$ cat src/rtl/writeback_acceptor.sv
`default_nettype none
// ============================================================================
// Module      : writeback_acceptor
// Description : Consumer end of the functional-unit writeback handshake.
//               Units raise done_next_cycle; one eligible unit per cycle is
//               granted and told through the registered one-hot 'accepted'.
//               In the following cycle that unit's result, destination and
//               instruction ID are registered onto a single register-file
//               write port and a retire-ID stream.
//
//               Arbitration policy:
//                 WB_ROUND_ROBIN_EN undefined : fixed priority, lowest wins
//                 WB_ROUND_ROBIN_EN defined   : rotating priority from rr_ptr
//
// Ports       : clk, rst            clock, synchronous active-high reset
//               done_next_cycle     per-unit request
//               unit_rd             per-unit result, slice [i*XLEN +: XLEN]
//               unit_rd_addr        per-unit destination register (5 bits)
//               unit_id             per-unit instruction ID
//               wb_stall            suppress new grants this cycle
//               accepted            one-hot, registered grant
//               rf_we/rf_addr/rf_data  register-file write port (no x0 write)
//               retire_valid/retire_id retire stream (x0 included)
//
// Revision    : 1.0 - initial release
// ============================================================================
module writeback_acceptor #(
    parameter int NUM_UNITS = 4,
    parameter int XLEN      = 32,
    parameter int ID_W      = 3
) (
    input  logic                      clk,
    input  logic                      rst,
    input  logic [NUM_UNITS-1:0]      done_next_cycle,
    input  logic [NUM_UNITS*XLEN-1:0] unit_rd,
    input  logic [NUM_UNITS*5-1:0]    unit_rd_addr,
    input  logic [NUM_UNITS*ID_W-1:0] unit_id,
    input  logic                      wb_stall,
    output logic [NUM_UNITS-1:0]      accepted,
    output logic                      rf_we,
    output logic [4:0]                rf_addr,
    output logic [XLEN-1:0]           rf_data,
    output logic                      retire_valid,
    output logic [ID_W-1:0]           retire_id
);

    // ------------------------------------------------------------------
    // Grant stage
    // ------------------------------------------------------------------
    // The unit currently in 'accepted' still holds its request during its
    // capture cycle; masking it prevents granting the same result twice.
    logic [NUM_UNITS-1:0] w_eligible;
    logic [NUM_UNITS-1:0] w_grant;

    assign w_eligible = done_next_cycle & ~accepted & {NUM_UNITS{~wb_stall}};

`ifdef WB_ROUND_ROBIN_EN
    localparam int PTR_W = (NUM_UNITS > 1) ? $clog2(NUM_UNITS) : 1;

    logic [PTR_W-1:0] r_rr_ptr;
    logic [PTR_W-1:0] w_grant_idx;
    logic             w_found;

    // Search order is rr_ptr, rr_ptr+1, ... wrapping at NUM_UNITS-1.
    // Unit indices stay constant per comparator so no variable indexing
    // of the request vector is needed.
    always_comb begin
        w_grant     = '0;
        w_grant_idx = '0;
        w_found     = 1'b0;
        for (int k = 0; k < NUM_UNITS; k++) begin
            for (int i = 0; i < NUM_UNITS; i++) begin
                if (!w_found && w_eligible[i] &&
                    (i == ((int'(r_rr_ptr) + k) % NUM_UNITS))) begin
                    w_found     = 1'b1;
                    w_grant[i]  = 1'b1;
                    w_grant_idx = PTR_W'(i);
                end
            end
        end
    end

    always_ff @(posedge clk) begin
        if (rst) begin
            r_rr_ptr <= '0;
        end else if (w_found) begin
            r_rr_ptr <= (w_grant_idx == PTR_W'(NUM_UNITS - 1)) ? '0
                                                               : w_grant_idx + 1'b1;
        end
    end
`else
    logic w_found;

    // Lowest index wins.
    always_comb begin
        w_grant = '0;
        w_found = 1'b0;
        for (int i = 0; i < NUM_UNITS; i++) begin
            if (!w_found && w_eligible[i]) begin
                w_found    = 1'b1;
                w_grant[i] = 1'b1;
            end
        end
    end
`endif

    // ------------------------------------------------------------------
    // Capture stage: select the accepted unit's fields (one-hot mux)
    // ------------------------------------------------------------------
    logic            w_capture;
    logic [XLEN-1:0] w_sel_rd;
    logic [4:0]      w_sel_addr;
    logic [ID_W-1:0] w_sel_id;

    // Pipeline is in its CAPTURE state whenever any grant is outstanding.
    assign w_capture = |accepted;

    always_comb begin
        w_sel_rd   = '0;
        w_sel_addr = '0;
        w_sel_id   = '0;
        for (int i = 0; i < NUM_UNITS; i++) begin
            if (accepted[i]) begin
                w_sel_rd   = unit_rd[i*XLEN +: XLEN];
                w_sel_addr = unit_rd_addr[i*5 +: 5];
                w_sel_id   = unit_id[i*ID_W +: ID_W];
            end
        end
    end

    // Reset drops any grant or capture in flight; units re-present later.
    always_ff @(posedge clk) begin
        if (rst) begin
            accepted     <= '0;
            rf_we        <= 1'b0;
            rf_addr      <= '0;
            rf_data      <= '0;
            retire_valid <= 1'b0;
            retire_id    <= '0;
        end else begin
            accepted <= w_grant;
            if (w_capture) begin
                rf_data      <= w_sel_rd;
                rf_addr      <= w_sel_addr;
                retire_id    <= w_sel_id;
                retire_valid <= 1'b1;
                rf_we        <= (w_sel_addr != 5'd0);
            end else begin
                // Address/data/ID hold their last values when idle.
                rf_we        <= 1'b0;
                retire_valid <= 1'b0;
            end
        end
    end

endmodule
`default_nettype wire

$ cat config.mk
export PLATFORM = sky130hd
export DESIGN_NAME = writeback_acceptor
export DESIGN_NICKNAME = d
export VERILOG_FILES = /design/src/rtl/writeback_acceptor.sv
export SDC_FILE = /design/constraint.sdc
export NUM_CORES = 1
export LEC_CHECK = 0
export CAP_MARGIN = 20
export CELL_PAD_IN_SITES_DETAIL_PLACEMENT = 0
export CELL_PAD_IN_SITES_GLOBAL_PLACEMENT = 2
export CORE_ASPECT_RATIO = 0.8
export CORE_MARGIN = 2
export CORE_UTILIZATION = 15
export CTS_CLUSTER_SIZE = 25
export DETAILED_ROUTE_END_ITERATION = 6
export PLACE_DENSITY_LB_ADDON = 0.1
export SLEW_MARGIN = 30
export SYNTH_ARGS = -nofsm -noshare
export SYNTH_HDL_FRONTEND = slang
export SYNTH_SLANG_ARGS = --single-unit
$ cat constraint.sdc
create_clock -name clk -period 1.6 [get_ports clk]
set_input_delay 0.24 -clock clk [delete_from_list [all_inputs] [get_ports clk]]
set_output_delay 0.24 -clock clk [all_outputs]
set_load 0.005 [all_outputs]
======== Word-level counts from Yosys, hierarchy flattened ========
Cells that the tools add are included.
storage, ports and cells
  bits of input ports ..................... 167
  output and inout bits ................... 46
  flip-flop bits (word level) ............. 46
  logic and storage cells ................. 39
operators by class
  reductions and logical operators ........ 9
  bitwise gates (word level) .............. 5
  multiplexer cells ....................... 19
operators by type and width
  operator            count
  32-bit 2-to-1 mux   4
  5-bit 2-to-1 mux    4
  3-bit 2-to-1 mux    4
  4-bit AND           2
  1-bit 2-to-1 mux    7
  5-bit nonzero test  1
  4-bit inverter      1
  4-bit OR reduction  1
  1-bit logical AND   3
  1-bit zero test     3
  1-bit inverter      2
  2-bit OR reduction  1

======== Logic depth before layout (Yosys ltp) ========
  word-level depth ........................ 13
  mapped depth ............................ 7
  depth with buffers taken out ............ 4

======== Worst setup path before layout ========
OpenSTA, ideal clock, no wires.
  path kind ............................... reg-to-reg
  start point ............................. register accepted[1]
  end point ............................... register rf_data[9]
  path slack .............................. -0.018 ns
  arrival time ............................ 1.500 ns
  setup time .............................. 0.119 ns
  data required time ...................... 1.481 ns
  cell stages (with the launch flop) ...... 7
  buffers on the path ..................... 3
  period minus slack after synthesis ...... 1.618 ns
  cells stage by stage .................... dfxtp_1 or2_1 buf_2 or3_1 buf_2 buf_6 o221a_2
between the ends
  word-level cells in the longest chain between the ends .. 3
  elaborated cells on any way between the ends .. 4
  classes of those cells .................. mux (3); reduce/logical (1)
RTL lines
  element                          RTL line  source
  from (decl)                      39        output logic [NUM_UNITS-1:0] accepted,
  from (signal assigned)           141       accepted <= w_grant;
  32-bit 2-to-1 mux (3 in series)  123       if (accepted[i]) begin
  to (signal assigned)             143       rf_data <= w_sel_rd;
  to (decl)                        42        output logic [XLEN-1:0] rf_data,
Parallel ways exist; a longest one is shown, timed or not.
A chain may end at the register's enable or synchronous reset.

======== Worst setup path in the final report ========
  start point ............................. register accepted[2]
  end point ............................... output accepted[2]
No word-level cell between the ends.

==> run metrics <==
Synth warnings=0; H-Tree Depth=2; # setup viols final=0; All-Layer GR Usage=14.51%; reg2reg start=accepted[1]; Clk Latency, worst-skew pair=0.30 ns; Hold Vio Cnt, Final=0; Ports=213; Initial DRC Count=155; post-route ant nets=0; DP HPWL=11450 um; initial cell density of the core=15.13%; Peak VDD IR=0.3169 mV; Avg Vias per Cell=4.363; vias in the first global route=4117; # clock sinks=46; Layout Utilization=29.20%; largest stage delay on the critical path=0.57 ns; average cell area after synthesis=7.349 um^2; Setup TNS Final=0 ns; total of max-cap violations=0; R2R setup slack=0.06 ns; CTS tree=built; RSZ-0062 raised after global routing=no; Crit path arrival time=1.31 ns; Netlist Area Pre-Place=0.002969 mm^2; Post-layout nets=779; CTS Buffer Depth=2; Place WS=0.1085 ns; Hold WC Path Type=reg -> reg; ys async rst share=0%; Root Buffer=clkbuf_16; total grt overflow=0; Slew Viols, Final=0; die height=129.8 um; final cell count without fillers=877; Final Worst Setup Slack=0.04757 ns; P&R area growth vs syn=93.00%; Inst Count DP=867; crit path kind=reg -> out; hold path start=rf_addr[4]; WL per Instance=17.38 um; Worst path slowest cell=clkdlybuf4s50_1; pin count of the biggest net entering global routing=36; fmax=644.2 MHz; Worst setup SP type=register; Worst Path Max Fanout=13; CTS Hold Bufs=0; first drt pass iteration count=4; Period minus WS final=1.552 ns; Buf/Inv on CP=1; # DRC=0; Rows=46; routed wire length=15250 um; total power=3.639 mW; Post-synth top flop=dfxtp_1; Post-synth EDFFs=0; PwrDens=635.0 mW/mm^2; post-route clock period utilization=97.03%; antenna cells=0; CP top delay family=buffers and inverters; Syn Nets=571; crit end category=primary output; port bufs=212; Mapped Cells=404; CORE AREA=0.01963 mm^2; routed vias=3826; placer congestion estimate=0.7566; fill cell total of the finished layout=2109; worst-margin pin slew=0.3980 ns; sequential-to-total area share from yosys stat=31.02%; initial antenna violation count=0; most common cell after layout, fill and taps aside=clkdlybuf4s50_1; critical path required time=1.36 ns; synth unique cells=28; proportion of layout cells with a drive suffix above 1=7.504%; Clock Skews=0.008071 ns; Worst-path clk slew=0.07 ns; flops & latches, synth=46; Die X=161.3 um; Pleak=2.152 nW; critical path, cell by cell=clkdlybuf4s50_1; Slew headroom=73.46%; outcome=completed; Critical path origin=accepted[2]; most frequent cells in the layout=clkdlybuf4s50_1 (210), nand2_1 (60), dfxtp_1 (42), inv_1 (37), a221oi_1 (34); Die ar.=0.02094 mm^2; clock buffer count from CTS=5; first-pass GRT wire length=23540 um
## per-stage QoR
step / cell area, um^2 / hold slack [ns]
2_1_floorplan: 2973 / 0.3193
3_3_place_gp: 5513 / 0.4753
3_5_place_dp: 5513 / 0.4667
4_1_cts: 5692 / 0.4809
5_1_grt: 5731 / 0.5108
6_report: 5731 / 0.4794
## what timing repair did
item / in CTS / in global routing
resized for setup: 4 / 7
pin swaps: 0 / 0
buffers inserted: 0 / 2
setup endpoints to repair: 3 / 13
## routing by layer
layer  global-route usage (%)  vias to the layer above  routed length, um  share of wire, %
met5                        0                        -                  0                 0
met4                    2.836                        0                 90              0.59
met3                    3.910                        7                916               6.0
met2                    23.71                      125               6938                46
met1                    19.41                     1795               7299                48
li1                         -                     1899                  -                 -
## flip-flops by register name (all words and copies together) (netlist names)
signal / count
rf_addr: 5
rf_we: 1
accepted: 4
retire_valid: 1
rf_data: 32
retire_id: 3
## cell families after synthesis
logic type      after synthesis  share of synthesized area (%)
compound gates              139                          36.83
simple gates                143                          21.87
flops                        46                          31.02
buf+inv                      76                          10.28
## area by class of cell
type	count	area [um^2]	share of cell area, %
tap	264	330.3	5.764
clock inverter	3	40.04	0.6987
timing repair buffer	240	2415	42.14
sequential	46	930.9	16.24
multi-input combinational	282	1750	30.55
clock buffer	5	125.1	2.183
inverter	37	138.9	2.424
## report_power, final
group / internal, mW / switching [mW]
clock: 0.734 / 0.498
combinational: 0.718 / 0.397
sequential: 1.24 / 0.0548
## final timing paths
kind,endpoint,cells after the start
setup reg to reg,retire_id[0],4
hold reg to reg,rf_addr[4],2
setup / recovery,accepted[2],1
hold / removal,rf_addr[4],2
## cells in the mapped netlist, drive strengths merged, types with 4 or more instances
cell type,count,area (um^2)
nand2,60,225.2
dfxtp,46,920.9
inv,37,138.9
a221oi,34,297.8
clkbuf,28,105.1
nor2,28,105.1
a21oi,25,125.1
nor3,23,115.1
nand2b,22,137.6
a22oi,21,157.7
a221o,19,190.2
o21ai,15,75.07
o221a,14,157.6
buf,11,61.31
nor2b,4,25.02
o211ai,4,30.03
o22a,4,35.03
Power figures use the tool's default switching activity.
